## src/rtl/mmio_axil_pkg.sv

```systemverilog
// Shared AXI4-Lite response codes and FSM state encodings for the MMIO register file.
package mmio_axil_pkg;

  localparam logic [1:0] RESP_OKAY   = 2'b00;
  localparam logic [1:0] RESP_SLVERR = 2'b10;

  typedef enum logic [1:0] {
    IDLE    = 2'd0,
    HAVE_AW = 2'd1,
    HAVE_W  = 2'd2,
    RESP    = 2'd3
  } wr_state_e;

  typedef enum logic {
    R_IDLE = 1'b0,
    R_DATA = 1'b1
  } rd_state_e;

endpackage

```

## src/rtl/mmio_axil_regfile_if.sv

```systemverilog
// AXI4-Lite bus bundle: five channels, 32-bit address and data.
interface mmio_axil_regfile_if;

  logic        awvalid;
  logic        awready;
  logic [31:0] awaddr;

  logic        wvalid;
  logic        wready;
  logic [31:0] wdata;
  logic [3:0]  wstrb;

  logic        bvalid;
  logic        bready;
  logic [1:0]  bresp;

  logic        arvalid;
  logic        arready;
  logic [31:0] araddr;

  logic        rvalid;
  logic        rready;
  logic [31:0] rdata;
  logic [1:0]  rresp;

  modport master (
    output awvalid, awaddr, wvalid, wdata, wstrb, bready, arvalid, araddr, rready,
    input  awready, wready, bvalid, bresp, arready, rvalid, rdata, rresp
  );

  modport slave (
    input  awvalid, awaddr, wvalid, wdata, wstrb, bready, arvalid, araddr, rready,
    output awready, wready, bvalid, bresp, arready, rvalid, rdata, rresp
  );

endinterface

```

## src/rtl/mmio_axil_regfile.sv

```systemverilog
// AXI4-Lite register file; top register is a read-only count of OKAY writes.
// Write commits one cycle after AW+W are both held; read data registered on the AR edge; B/R held until accepted.
module mmio_axil_regfile
  import mmio_axil_pkg::*;
#(
  parameter logic [31:0] BASE_ADDR = 32'h0000_0000,
  parameter int          NREGS     = 16
) (
  input  logic                  clk,
  input  logic                  rst_n,
  mmio_axil_regfile_if.slave    bus,
  output logic [NREGS*32-1:0]   regs_o
);

  localparam int             AIW     = $clog2(NREGS);
  localparam logic [AIW-1:0] CNT_IDX = AIW'(NREGS - 1);

  typedef struct packed {
    logic           ok;
    logic [AIW-1:0] idx;
  } dec_t;

  // Addresses below BASE_ADDR wrap to a huge offset and fall out of range.
  function automatic dec_t decode(input logic [31:0] addr);
    logic [31:0] off;
    dec_t        d;
    off   = addr - BASE_ADDR;
    d.ok  = off < 32'(NREGS * 4);
    d.idx = off[AIW+1:2];
    return d;
  endfunction

  wr_state_e   wr_state_q, wr_state_d;
  rd_state_e   rd_state_q, rd_state_d;
  logic        rdy_en_q, rdy_en_d;

  logic        wr_pend_q, wr_pend_d;
  logic        bvalid_q, bvalid_d;
  logic [1:0]  bresp_q, bresp_d;
  logic [31:0] awaddr_q, awaddr_d;
  logic [31:0] wdata_q, wdata_d;
  logic [3:0]  wstrb_q, wstrb_d;
  logic [31:0] rdata_q, rdata_d;
  logic [1:0]  rresp_q, rresp_d;
  logic [31:0] cnt_q, cnt_d;
  logic [31:0] regs_q [NREGS];
  logic [31:0] regs_d [NREGS];

  logic aw_hs, w_hs, ar_hs, b_hs, r_hs;
  dec_t wr_dec, rd_dec;

  assign aw_hs = bus.awvalid && bus.awready;
  assign w_hs  = bus.wvalid  && bus.wready;
  assign ar_hs = bus.arvalid && bus.arready;
  assign b_hs  = bvalid_q && bus.bready;
  assign r_hs  = bus.rvalid && bus.rready;

  // State register; rdy_en_q keeps all readies low until the first edge after reset.
  always_ff @(posedge clk or negedge rst_n) begin
    if (!rst_n) begin
      wr_state_q <= IDLE;
      rd_state_q <= R_IDLE;
      rdy_en_q   <= 1'b0;
    end else begin
      wr_state_q <= wr_state_d;
      rd_state_q <= rd_state_d;
      rdy_en_q   <= rdy_en_d;
    end
  end

  // Next-state logic. RESP is entered with a commit pending; bvalid follows one edge later.
  always_comb begin
    wr_state_d = wr_state_q;
    wr_pend_d  = 1'b0;
    rd_state_d = rd_state_q;
    rdy_en_d   = 1'b1;
    unique case (wr_state_q)
      IDLE: begin
        if (aw_hs && w_hs) begin
          wr_state_d = RESP;
          wr_pend_d  = 1'b1;
        end else if (aw_hs) begin
          wr_state_d = HAVE_AW;
        end else if (w_hs) begin
          wr_state_d = HAVE_W;
        end
      end
      HAVE_AW: begin
        if (w_hs) begin
          wr_state_d = RESP;
          wr_pend_d  = 1'b1;
        end
      end
      HAVE_W: begin
        if (aw_hs) begin
          wr_state_d = RESP;
          wr_pend_d  = 1'b1;
        end
      end
      RESP: begin
        if (b_hs) wr_state_d = IDLE;
      end
      default: wr_state_d = IDLE;
    endcase
    unique case (rd_state_q)
      R_IDLE:  if (ar_hs) rd_state_d = R_DATA;
      R_DATA:  if (r_hs)  rd_state_d = R_IDLE;
      default: rd_state_d = R_IDLE;
    endcase
  end

  // Output logic.
  always_comb begin
    bus.awready = rdy_en_q && (wr_state_q == IDLE || wr_state_q == HAVE_W);
    bus.wready  = rdy_en_q && (wr_state_q == IDLE || wr_state_q == HAVE_AW);
    bus.bvalid  = bvalid_q;
    bus.bresp   = bresp_q;
    bus.arready = rdy_en_q && (rd_state_q == R_IDLE);
    bus.rvalid  = (rd_state_q == R_DATA);
    bus.rdata   = rdata_q;
    bus.rresp   = rresp_q;
  end

  always_comb begin
    awaddr_d = aw_hs ? bus.awaddr : awaddr_q;
    wdata_d  = w_hs  ? bus.wdata  : wdata_q;
    wstrb_d  = w_hs  ? bus.wstrb  : wstrb_q;
    regs_d   = regs_q;
    cnt_d    = cnt_q;
    bresp_d  = bresp_q;
    bvalid_d = bvalid_q;
    wr_dec   = decode(awaddr_q);
    if (wr_pend_q) begin
      bvalid_d = 1'b1;
      if (!wr_dec.ok || wr_dec.idx == CNT_IDX) begin
        bresp_d = RESP_SLVERR;
      end else begin
        bresp_d = RESP_OKAY;
        cnt_d   = cnt_q + 32'd1;
        for (int b = 0; b < 4; b++) begin
          if (wstrb_q[b]) regs_d[wr_dec.idx][8*b +: 8] = wdata_q[8*b +: 8];
        end
      end
    end else if (b_hs) begin
      bvalid_d = 1'b0;
      bresp_d  = RESP_OKAY;
    end
    regs_d[NREGS-1] = '0;
  end

  // Reads sample regs_q, so a same-edge commit to the same register returns the old value.
  always_comb begin
    rdata_d = rdata_q;
    rresp_d = rresp_q;
    rd_dec  = decode(bus.araddr);
    if (ar_hs) begin
      if (rd_dec.ok) begin
        rdata_d = (rd_dec.idx == CNT_IDX) ? cnt_q : regs_q[rd_dec.idx];
        rresp_d = RESP_OKAY;
      end else begin
        rdata_d = '0;
        rresp_d = RESP_SLVERR;
      end
    end else if (r_hs) begin
      rdata_d = '0;
      rresp_d = RESP_OKAY;
    end
  end

  always_ff @(posedge clk or negedge rst_n) begin
    if (!rst_n) begin
      wr_pend_q <= 1'b0;
      bvalid_q  <= 1'b0;
      bresp_q   <= RESP_OKAY;
      awaddr_q  <= '0;
      wdata_q   <= '0;
      wstrb_q   <= '0;
      rdata_q   <= '0;
      rresp_q   <= RESP_OKAY;
      cnt_q     <= '0;
      for (int k = 0; k < NREGS; k++) regs_q[k] <= '0;
    end else begin
      wr_pend_q <= wr_pend_d;
      bvalid_q  <= bvalid_d;
      bresp_q   <= bresp_d;
      awaddr_q  <= awaddr_d;
      wdata_q   <= wdata_d;
      wstrb_q   <= wstrb_d;
      rdata_q   <= rdata_d;
      rresp_q   <= rresp_d;
      cnt_q     <= cnt_d;
      for (int k = 0; k < NREGS; k++) regs_q[k] <= regs_d[k];
    end
  end

  always_comb begin
    regs_o = '0;
    for (int k = 0; k < NREGS; k++) begin
      regs_o[32*k +: 32] = (k == NREGS - 1) ? cnt_q : regs_q[k];
    end
  end

endmodule

```

## src/flat_wrapper.sv

```systemverilog
// flat-port wrapper written by rule: the top's interface ports become plain ports
module mmio_axil_regfile_flat import mmio_axil_pkg::*;
#(
  parameter logic [31:0] BASE_ADDR = 32'h0000_0000,
  parameter int          NREGS     = 16
)
  (clk, rst_n, regs_o, bus_awvalid, bus_awaddr, bus_wvalid, bus_wdata, bus_wstrb, bus_bready, bus_arvalid, bus_araddr, bus_rready, bus_awready, bus_wready, bus_bvalid, bus_bresp, bus_arready, bus_rvalid, bus_rdata, bus_rresp);
  mmio_axil_regfile_if bus_i ();
  input  logic clk;
  input  logic rst_n;
  output logic [NREGS*32-1:0] regs_o;
  input wire logic [$bits(bus_i.awvalid)-1:0] bus_awvalid;
  input wire logic [$bits(bus_i.awaddr)-1:0] bus_awaddr;
  input wire logic [$bits(bus_i.wvalid)-1:0] bus_wvalid;
  input wire logic [$bits(bus_i.wdata)-1:0] bus_wdata;
  input wire logic [$bits(bus_i.wstrb)-1:0] bus_wstrb;
  input wire logic [$bits(bus_i.bready)-1:0] bus_bready;
  input wire logic [$bits(bus_i.arvalid)-1:0] bus_arvalid;
  input wire logic [$bits(bus_i.araddr)-1:0] bus_araddr;
  input wire logic [$bits(bus_i.rready)-1:0] bus_rready;
  output wire logic [$bits(bus_i.awready)-1:0] bus_awready;
  output wire logic [$bits(bus_i.wready)-1:0] bus_wready;
  output wire logic [$bits(bus_i.bvalid)-1:0] bus_bvalid;
  output wire logic [$bits(bus_i.bresp)-1:0] bus_bresp;
  output wire logic [$bits(bus_i.arready)-1:0] bus_arready;
  output wire logic [$bits(bus_i.rvalid)-1:0] bus_rvalid;
  output wire logic [$bits(bus_i.rdata)-1:0] bus_rdata;
  output wire logic [$bits(bus_i.rresp)-1:0] bus_rresp;
  assign bus_i.awvalid = bus_awvalid;
  assign bus_i.awaddr = bus_awaddr;
  assign bus_i.wvalid = bus_wvalid;
  assign bus_i.wdata = bus_wdata;
  assign bus_i.wstrb = bus_wstrb;
  assign bus_i.bready = bus_bready;
  assign bus_i.arvalid = bus_arvalid;
  assign bus_i.araddr = bus_araddr;
  assign bus_i.rready = bus_rready;
  assign bus_awready = bus_i.awready;
  assign bus_wready = bus_i.wready;
  assign bus_bvalid = bus_i.bvalid;
  assign bus_bresp = bus_i.bresp;
  assign bus_arready = bus_i.arready;
  assign bus_rvalid = bus_i.rvalid;
  assign bus_rdata = bus_i.rdata;
  assign bus_rresp = bus_i.rresp;
  mmio_axil_regfile #(.BASE_ADDR(BASE_ADDR), .NREGS(NREGS)) u_core (.clk(clk), .rst_n(rst_n), .bus(bus_i), .regs_o(regs_o));
endmodule
```

## config.mk

```make
export PLATFORM = sky130hd
export DESIGN_NAME = mmio_axil_regfile_flat
export DESIGN_NICKNAME = d
export VERILOG_FILES = /design/src/rtl/mmio_axil_pkg.sv /design/src/rtl/mmio_axil_regfile_if.sv /design/src/rtl/mmio_axil_regfile.sv /design/src/flat_wrapper.sv
export SDC_FILE = /design/constraint.sdc
export NUM_CORES = 1
export LEC_CHECK = 0
export CAP_MARGIN = 15
export CORE_MARGIN = 8
export CORE_UTILIZATION = 45
export CTS_CLUSTER_DIAMETER = 40
export CTS_CLUSTER_SIZE = 16
export DETAILED_ROUTE_END_ITERATION = 6
export GPL_TIMING_DRIVEN = 0
export PLACE_DENSITY_LB_ADDON = 0.3
export SETUP_SLACK_MARGIN = 0.3
export SLEW_MARGIN = 20
export SYNTH_ARGS = -nofsm -noshare
export SYNTH_HDL_FRONTEND = slang
export SYNTH_SLANG_ARGS = --single-unit
```

## constraint.sdc

```tcl
create_clock -name clk -period 5.4 [get_ports clk]
set_clock_uncertainty 0.2 [all_clocks]
set_input_delay 1.08 -clock clk [delete_from_list [all_inputs] [get_ports clk]]
set_output_delay 1.08 -clock clk [all_outputs]
set_load 0.02 [all_outputs]
```

Yosys cells after proc, flatten, opt, wreduce, memory -nomap -nowiden
Index checks and enable logic that the tools add are counted.
{ "word_totals": {"elab_cells": 115, "regBits": 622} }
{ "op_classes": {"bitwise_logic": 4, "muxes": 50, "add_sub_neg": 1, "eq_ne": 9, "order_cmp": 5, "reduce_logical": 19} }
{ "ops": {"columns": ["cell", "count"], "rows": [
  ["2-to-1 mux 512 bit", 10],
  ["bitwise mux 512 bit", 4],
  ["demux 32 bit (select 4 bit)", 4],
  ["2-to-1 mux 32 bit", 7],
  ["binary-select mux 32 bit (select 4 bit)", 1],
  ["less-than comparator 32 x 7 -> 1 bit, second input constant", 2],
  ["adder 32 x 1 -> 32 bit, second input constant", 1],
  ["2-to-1 mux 24 bit", 1],
  ["2-to-1 mux 2 bit", 11],
  ["2-to-1 mux 16 bit", 1],
  ["greater-or-equal comparator 5 bit, second input constant", 2],
  ["logical AND 1 bit", 10],
  ["inverter 4 -> 5 bit", 2],
  ["equality test 4 bit, second input constant", 2],
  ["2-to-1 mux 8 bit", 1],
  ["case mux 2 bit (4 select lines)", 1],
  ["2-to-1 mux 1 bit", 7],
  ["inequality test 2 x 1 -> 1 bit, second input constant", 3],
  ["less-than comparator 5 x 1 -> 1 bit, second input constant", 1],
  ["equality test 2 bit, second input constant", 2],
  ["inequality test 4 x 1 -> 1 bit, second input constant", 1],
  ["AND reduction 4 bit", 1],
  ["nonzero test 2 bit", 2],
  ["logical OR 1 bit", 3],
  ["other kinds (7)", 8]
]} }

Logic depth before layout (Yosys ltp)
Gate-level depths: netlist (run 1).
{ "depth": {"word_depth": 19, "ltp_mapped": 10, "mapped_depth_nobuf": 7} }

Least setup slack after synthesis (run 1)
Ideal clock, no wire load.
{ "synth_timing": {"kind": "input -> register", "startpoint": "input bus_araddr[2]", "endpoint": "register u_core.rdata_q[28], in the netlist u_core.bus.rdata[28]", "path_buffers": 2, "stages": 6, "path_slack_ns": 2.289, "t_required_ns": 5.076, "arrival_time_ns": 2.787, "path_cell_list": "clkbuf_1 -> buf_1 -> mux4_2 -> mux2_2 -> o22ai_1 -> o21ai_1"} }
{ "synth_via": {"elab_chain_len": 7} }
{ "synth_lines": {"columns": ["item", "line", "rtl"], "rows": [
  ["start: declaration", "flat_wrapper.sv:19", "input wire logic [$bits(bus_i.araddr)-1:0] bus_araddr;"],
  ["parallel branches: the longest is 5 deep, another holds less-than comparator 32 x 7 -> 1 bit", null, null],
  ["2-to-1 mux 32 bit (*)", "mmio_axil_regfile.sv:157", "if (rd_dec.ok) begin"],
  ["2-to-1 mux 32 bit (*)", "mmio_axil_regfile.sv:156", "if (ar_hs) begin"],
  ["end signal: assignment", "mmio_axil_regfile.sv:189", "rdata_q <= rdata_d;"],
  ["end: declaration", "mmio_axil_regfile.sv:43", "logic [31:0] rdata_q, rdata_d;"]
]} }
Mark *: on every way between the ends. The select of a mux whose other input is x is not followed.
A chain may end at the register's enable or synchronous reset.

Worst setup path in the final report (run 1)
{ "layout_timing": {"startpoint": "input bus_araddr[2]", "endpoint": "register u_core.rdata_q[9], in the netlist u_core.bus.rdata[9]"} }
The elaborated chain is that of the path after synthesis.

==> results of run 1 <==
==> worst max-delay path by stage <==
stage	from	endpoint	slack, ns	depth (start not counted)
after detailed placement	bus_araddr[2]	u_core.bus.rdata[9]	0.72	9
after floorplan	bus_araddr[2]	u_core.bus.rdata[28]	2.29	6
after CTS	bus_araddr[2]	u_core.bus.rdata[9]	1.38	9
final	bus_araddr[2]	u_core.bus.rdata[9]	1.48	9
after global placement	rst_n	u_core.regs_o[27]	-23.74	1
after global routing	bus_araddr[2]	u_core.bus.rdata[9]	1.25	9
==> flip-flops by register name, indices dropped and copies added, names as in the netlist <==
signal             cells
u_core.regs_o        480
u_core.bus.rdata      32
u_core.cnt_q          32
u_core.wdata_q        32
u_core.awaddr_q       30
u_core.wstrb_q         4
u_core.wr_state_q      2
u_core.bus.bresp       1
u_core.bus.bvalid      1
u_core.bus.rresp       1
u_core.bus.rvalid      1
u_core.rdy_en_q        1
u_core.wr_pend_q       1
==> power by group through the flow <==
stage               Sequential (mW)  Clock [mW]  Combinational (mW)
floorplan                      5.21           0                1.05
global placement               5.33           0                1.70
detailed placement             5.34           0                1.78
CTS                            5.27        7.00                1.79
global route                   5.32        7.20                1.92
finish                         5.29        6.94                1.80
==> synth_stat cells, types with 10 or more instances <==
cell type and count:
o211ai_1 27, xnor2_1 28, a21oi_1 11, nor3_2 12
nand3_2 12, o21a_1 27, o21ai_0 62, mux4_2 96
nand2_1 93, mux2_2 502, nor2_2 16, mux2_1 50
nor4_1 12, o22ai_1 31, nor2_1 13, nand4_1 12
buf_2 24, clkbuf_1 82, nand3_1 22, mux2i_1 34
mux2_4 24, buf_1 13, dfrtp_1 618, nand3_4 10
==> final cells by class <==
cell class                      count  area share
Antenna cell                        3    0.000190
Buffer                            123      0.0133
Clock buffer                      117      0.0688
Clock inverter                     71      0.0242
Inverter                            9    0.000854
Multi-Input combinational cell   1169       0.306
Sequential cell                   618       0.391
Tap cell                          837      0.0265
Timing Repair Buffer              656       0.169
==> stage by stage <==
stage / cells / hold WS, ns / area (µm²) / setup WS, ns
after CTS: 3600 / 0.172 / 39500 / 1.38
after floorplan: 1919 / 0.251 / 28100 / 2.29
after detailed placement: 3412 / 0.270 / 35900 / 0.719
final: 3603 / 0.179 / 39600 / 1.48
after global routing: 3600 / 0.205 / 39500 / 1.25
after global placement: 3405 / 0.264 / 35700 / -23.74
==> kinds of logic (layout without fill, tap and decap cells) <==
logic type / after synthesis / after routing
simple gates: 246 / 246
other cells: 2 / 6
buf+inv: 132 / 976
xor+xnor: 31 / 31
compound gates: 177 / 177
mux: 706 / 706
fa+ha+maj: 6 / 6
flops: 618 / 618
==> routing by layer <==
metal	up-vias	routed length, µm	track usage	part of all wire
met5	-	46	0	0.00041
met4	6	5450	0.133	0.048
met3	242	8940	0.0829	0.079
met2	985	53900	0.506	0.48
met1	11000	44600	0.396	0.39
li1	8689	-	-	-
==> flow_metrics.py, run 1 <==
metrics = {
    "logic_synthesis": {
        "synth-simple-area-share": 0.0550,
        "synth_top_family_by_area": "multiplexers",
        "ys_seq_area_frac": 0.550,
        "synth_top_area_cell": "dfrtp_1",
        "syn_area_um2": 28100,
        "syn_inst": 1918,
        "synthMuxAreaShare": 0.323,
        "synthArstFlopShare": 1.00,
        "yosysUniqueCellTypes": 51,
        "synth-edff-count": 0,
        "synth_compound_area_frac": 0.0399,
        "yosysWarningCount": 0,
        "synth_seq_cells": 618,
        "avgSynthCellArea_um2": 14.7,
        "synth_top_area_frac": 0.550,
        "ys_top_cells_by_area": "dfrtp_1 55%, mux2_2 20%, mux4_2 7.7%",
        "ys.flop_type": "dfrtp_1",
        "synth_xor_area_frac": 0.00966,
        "synth_fa_ha_area_frac": 0.00267,
    },
    "drt": {
        "vias": 21000,
        "drt_first_pass_iters": 5,
        "via_per_inst": 5.82,
        "wl_mm": 113,
        "ant_nets": 0,
        "drt_iter0_drc": 1597,
        "wire_per_inst_um": 31.3,
        "drcViolationCount": 0,
    },
    "die": {
        "ios": 660,
        "initial_core_util": 0.456,
        "rows": 91,
        "die_area_um2": 70700,
        "fp.coreArea_um2": 61700,
        "die_y_um": 266,
        "die_width_um": 266,
    },
    "cts": {
        "clockBufferDepth": 3,
        "cts_tree": "yes",
        "cts_sinks": 618,
        "post-cts-setup-buffers": 0,
        "cts_max_level": 3,
        "post_cts_resized": 0,
        "cts_inserted_buffers": 101,
        "clkTransAtPathRegs_ns": 0.06,
        "root_buffer": "clkbuf_16",
        "holdBufCountCts": 0,
        "clkLatencyLatePin_ns": 0.65,
    },
    "layout": {
        "final_cell_mix": "648 x clkdlybuf4s50_1, 618 x dfrtp_1, 502 x mux2_2",
        "final_util": 0.641,
        "nNetsFinal": 2791,
        "multi_input_area_um2": 12100,
        "regArea_um2": 15500,
        "syn_to_final_growth_pct": 40.7,
        "final_layout_size_suffix_gt1_frac": 0.330,
        "final_common_cell": "clkdlybuf4s50_1",
        "num-fill-cells": 4666,
    },
    "sta": {
        "setup-tns-final_ns": 0,
        "maxSlewViolCount": 0,
        "min_period_ns": 3.92,
        "fmax_ghz": 0.255,
        "worst_pin_slew_ns": 1.17,
        "fin_crit_sh": 0.726,
        "rsz0062_at_grt": "no",
        "setup_viol": 0,
        "hold_viol": 0,
        "relSlewSlack": 0.223,
    },
    "grt": {
        "grt_util_all_layers": 0.313,
        "overflow": 0,
        "grt_antenna_before_repair": 7,
        "grt_max_degree": 104,
        "grt_pass1_vias": 22200,
        "grt_pass1_wl_mm": 161,
    },
    "power": {
        "switching_share": 0.291,
        "seqPwrFrac": 0.377,
        "switchingPower_mw": 4.08,
        "clkPwrFrac": 0.495,
        "internal-power_mw": 9.94,
        "total_power_mw": 14.0,
        "p_per_area_nw_per_um2": 354,
        "peakVddDrop_mv": 0.293,
        "p_leak_nw": 17.7,
        "combPwrFrac": 0.128,
    },
    "outcome": {
        "status": "finished, final reports clean",
    },
    "worst_setup_path": {
        "cp_common_cell": "buf_2",
        "cp_cell_sequence": "clkbuf_1, buf_2, buf_2, buf_2, nand3_1, nand2_1, clkbuf_1, o22ai_1, o21ai_0",
        "cp.required_ns": 5.74,
        "r2r_start": "u_core.awaddr_q[21]",
        "path_class": "input port to flip-flop",
        "reg2regPathDepth": 6,
        "r2r_end": "u_core.regs_o[206]",
        "crit_fanout": 10,
        "critPathMaxStageDelay_ns": 0.64,
        "cp-start-kind": "input port",
        "rrSetupSlack_ns": 1.55,
        "critPathSlowestCell": "clkbuf_1",
        "cp-end-kind": "flip-flop",
        "crit_arrival_ns": 4.26,
        "path_delay_family": "buffers and inverters",
        "cp_num_buf_inv": 5,
    },
    "placed_design": {
        "dp_hpwl_mm": 84.7,
        "gp_congestion": 0.882,
        "port_buffers": 649,
    },
    "worst_hold_path": {
        "hold_path_class": "input port to asynchronous set/reset pin",
    },
    "run": {
        "cap_violations": 0,
    },
}
Note: power is estimated with default switching activity, not from simulation.
==> run 2, diff against run 1 <==
Clock period 5.4 ns to 4.1 ns, I/O delays scaled along.
==> run 2 against run 1 <==
Net effect: final area hardly changed; die area did not move; first-iteration DRC count decreased by 1.5%; critical path depth decreased by 3; non-clock buffer count up 1; largest cell class unchanged; largest power group unchanged.
==> flow_metrics.py, run 2 (same netlist as run 1, synthesis figures left out) <==
metrics = {
    "placed_design": {
        "gp_congestion": 0.882,
        "dpl_worst_slack_ns": -0.321,
        "dp_hpwl_mm": 84.7,
        "place_area_um2": 35900,
        "port_buffers": 649,
    },
    "drt": {
        "ant_nets": 0,
        "drt_first_pass_iters": 5,
        "drcViolationCount": 0,
        "wire_per_inst_um": 31.3,
        "drt_iter0_drc": 1573,
        "vias": 21000,
        "via_per_inst": 5.83,
        "wl_mm": 113,
    },
    "sta": {
        "relSlewSlack": 0.199,
        "setup_viol": 0,
        "fin_ws_ns": 0.378,
        "fmax_ghz": 0.269,
        "hold_viol": 0,
        "rsz0062_at_grt": "no",
        "setup-tns-final_ns": 0,
        "maxSlewViolCount": 0,
        "fin_crit_sh": 0.908,
        "min_period_ns": 3.72,
        "worst_pin_slew_ns": 1.20,
    },
    "layout": {
        "num-fill-cells": 4664,
        "final_common_cell": "clkdlybuf4s50_1",
        "multi_input_area_um2": 12100,
        "final_cell_mix": "648 x clkdlybuf4s50_1, 618 x dfrtp_1, 502 x mux2_2",
        "largest_reg_flops": 480,
        "design_area_um2": 39600,
        "syn_to_final_growth_pct": 40.8,
        "nNetsFinal": 2792,
        "final_layout_size_suffix_gt1_frac": 0.331,
        "final_util": 0.641,
        "regArea_um2": 15500,
    },
    "cts": {
        "clockBufferDepth": 3,
        "cts_sinks": 618,
        "cts_max_level": 3,
        "clkTransAtPathRegs_ns": 0.06,
        "clkLatencyLatePin_ns": 0.65,
        "root_buffer": "clkbuf_16",
        "cts_tree": "yes",
        "cts_inserted_buffers": 101,
    },
    "outcome": {
        "status": "finished, final reports clean",
    },
    "worst_setup_path": {
        "r2r_start": "u_core.awaddr_q[21]",
        "startpoint": "u_core.awaddr_q[21]",
        "cp-start-kind": "flip-flop",
        "cp-end-kind": "flip-flop",
        "cp.required_ns": 4.41,
        "crit_arrival_ns": 4.04,
        "crit_fanout": 10,
        "path_class": "flip-flop to flip-flop",
    },
    "worst_hold_path": {
        "hold_path_class": "flip-flop to flip-flop",
        "holdCritStartpoint": "u_core.bus.rdata[2]",
    },
    "grt": {
        "grt_util_all_layers": 0.313,
        "grt_pass1_vias": 22200,
        "grt_max_degree": 104,
        "overflow": 0,
        "grt_antenna_before_repair": 7,
        "grt_pass1_wl_mm": 161,
    },
    "die": {
        "die_area_um2": 70700,
        "ios": 660,
        "initial_core_util": 0.456,
        "fp.coreArea_um2": 61700,
        "die_width_um": 266,
        "rows": 91,
        "die_y_um": 266,
    },
    "power": {
        "total_power_mw": 18.5,
        "p_leak_nw": 17.7,
        "p_per_area_nw_per_um2": 467,
        "peakVddDrop_mv": 0.386,
    },
    "run": {
        "cap_violations": 0,
    },
}
-- run 2: cell types whose count changed in the layout (fill, tap and decap cells not counted), sizes merged --
| cell | change |
|---|---|
| dlygate4sd3 | +1 |
| diode | -1 |
-- run 2: metrics by stage --
step | hold WS [ns] | cells
2_1_floorplan | 0.251 | 1919
3_3_place_gp | 0.264 | 3405
3_5_place_dp | 0.270 | 3412
4_1_cts | 0.281 | 3601
5_1_grt | 0.310 | 3601
6_report | 0.278 | 3603
-- run 2: where the power goes --
| part | internal [mW] | leakage (nW) | total (mW) | switching [mW] |
|---|---|---|---|---|
| combinational | 0.774 | 7.44 | 2.37 | 1.59 |
| clock | 5.86 | 1.78 | 9.14 | 3.28 |
| sequential | 6.46 | 8.48 | 6.96 | 0.499 |
| total | 13.1 | 17.7 | 18.5 | 5.37 |
-- run 2: critical path, cell delays in order (launching register included) --
cell	delay, ns
dfrtp_1	0.37
nor4_1	0.58
and4_1	0.46
nand4_2	0.48
buf_2	0.47
nor2_2	0.61
mux2_2	0.41
-- run 2: final timing paths --
kind	slack (ns)	depth (start not counted)	end
max in group asynchronous	1.36	5	u_core.regs_o[58]
worst min register to register	0.28	2	u_core.bus.rdata[2]
min in group asynchronous	0.54	2	u_core.regs_o[132]
worst max register to register	0.38	6	u_core.regs_o[217]
worst min-delay path	0.28	2	u_core.bus.rdata[2]
worst max-delay path	0.38	6	u_core.regs_o[217]
-- run 2: repair_timing --
item	CTS	global route
gates resized for setup	1	4
endpoints found under the setup margin	3	14
setup buffers	0	0
endpoints found under the hold margin	64	0
gates cloned	0	0
hold buffers	1	0
-- run 2: per-layer routing --
metal  vias to the layer above  part of all wire  global-route usage  wire (µm)
met1                     11100              0.40               0.396      44600
met3                       246             0.078              0.0829       8860
met2                       974              0.48               0.507      54000
met4                         8             0.048               0.132       5420
li1                       8683                 -                   -          -
met5                         -           0.00056                   0         63
-- run 2: area by class of cell --
cell class	count	area share
inverter	9	0.000854
buffer	123	0.0133
clock buffer	117	0.0688
timing repair buffer	657	0.169
tap	837	0.0265
clock inverter	71	0.0242
sequential	618	0.391
antenna	2	0.000126
multi-input combinational	1169	0.307
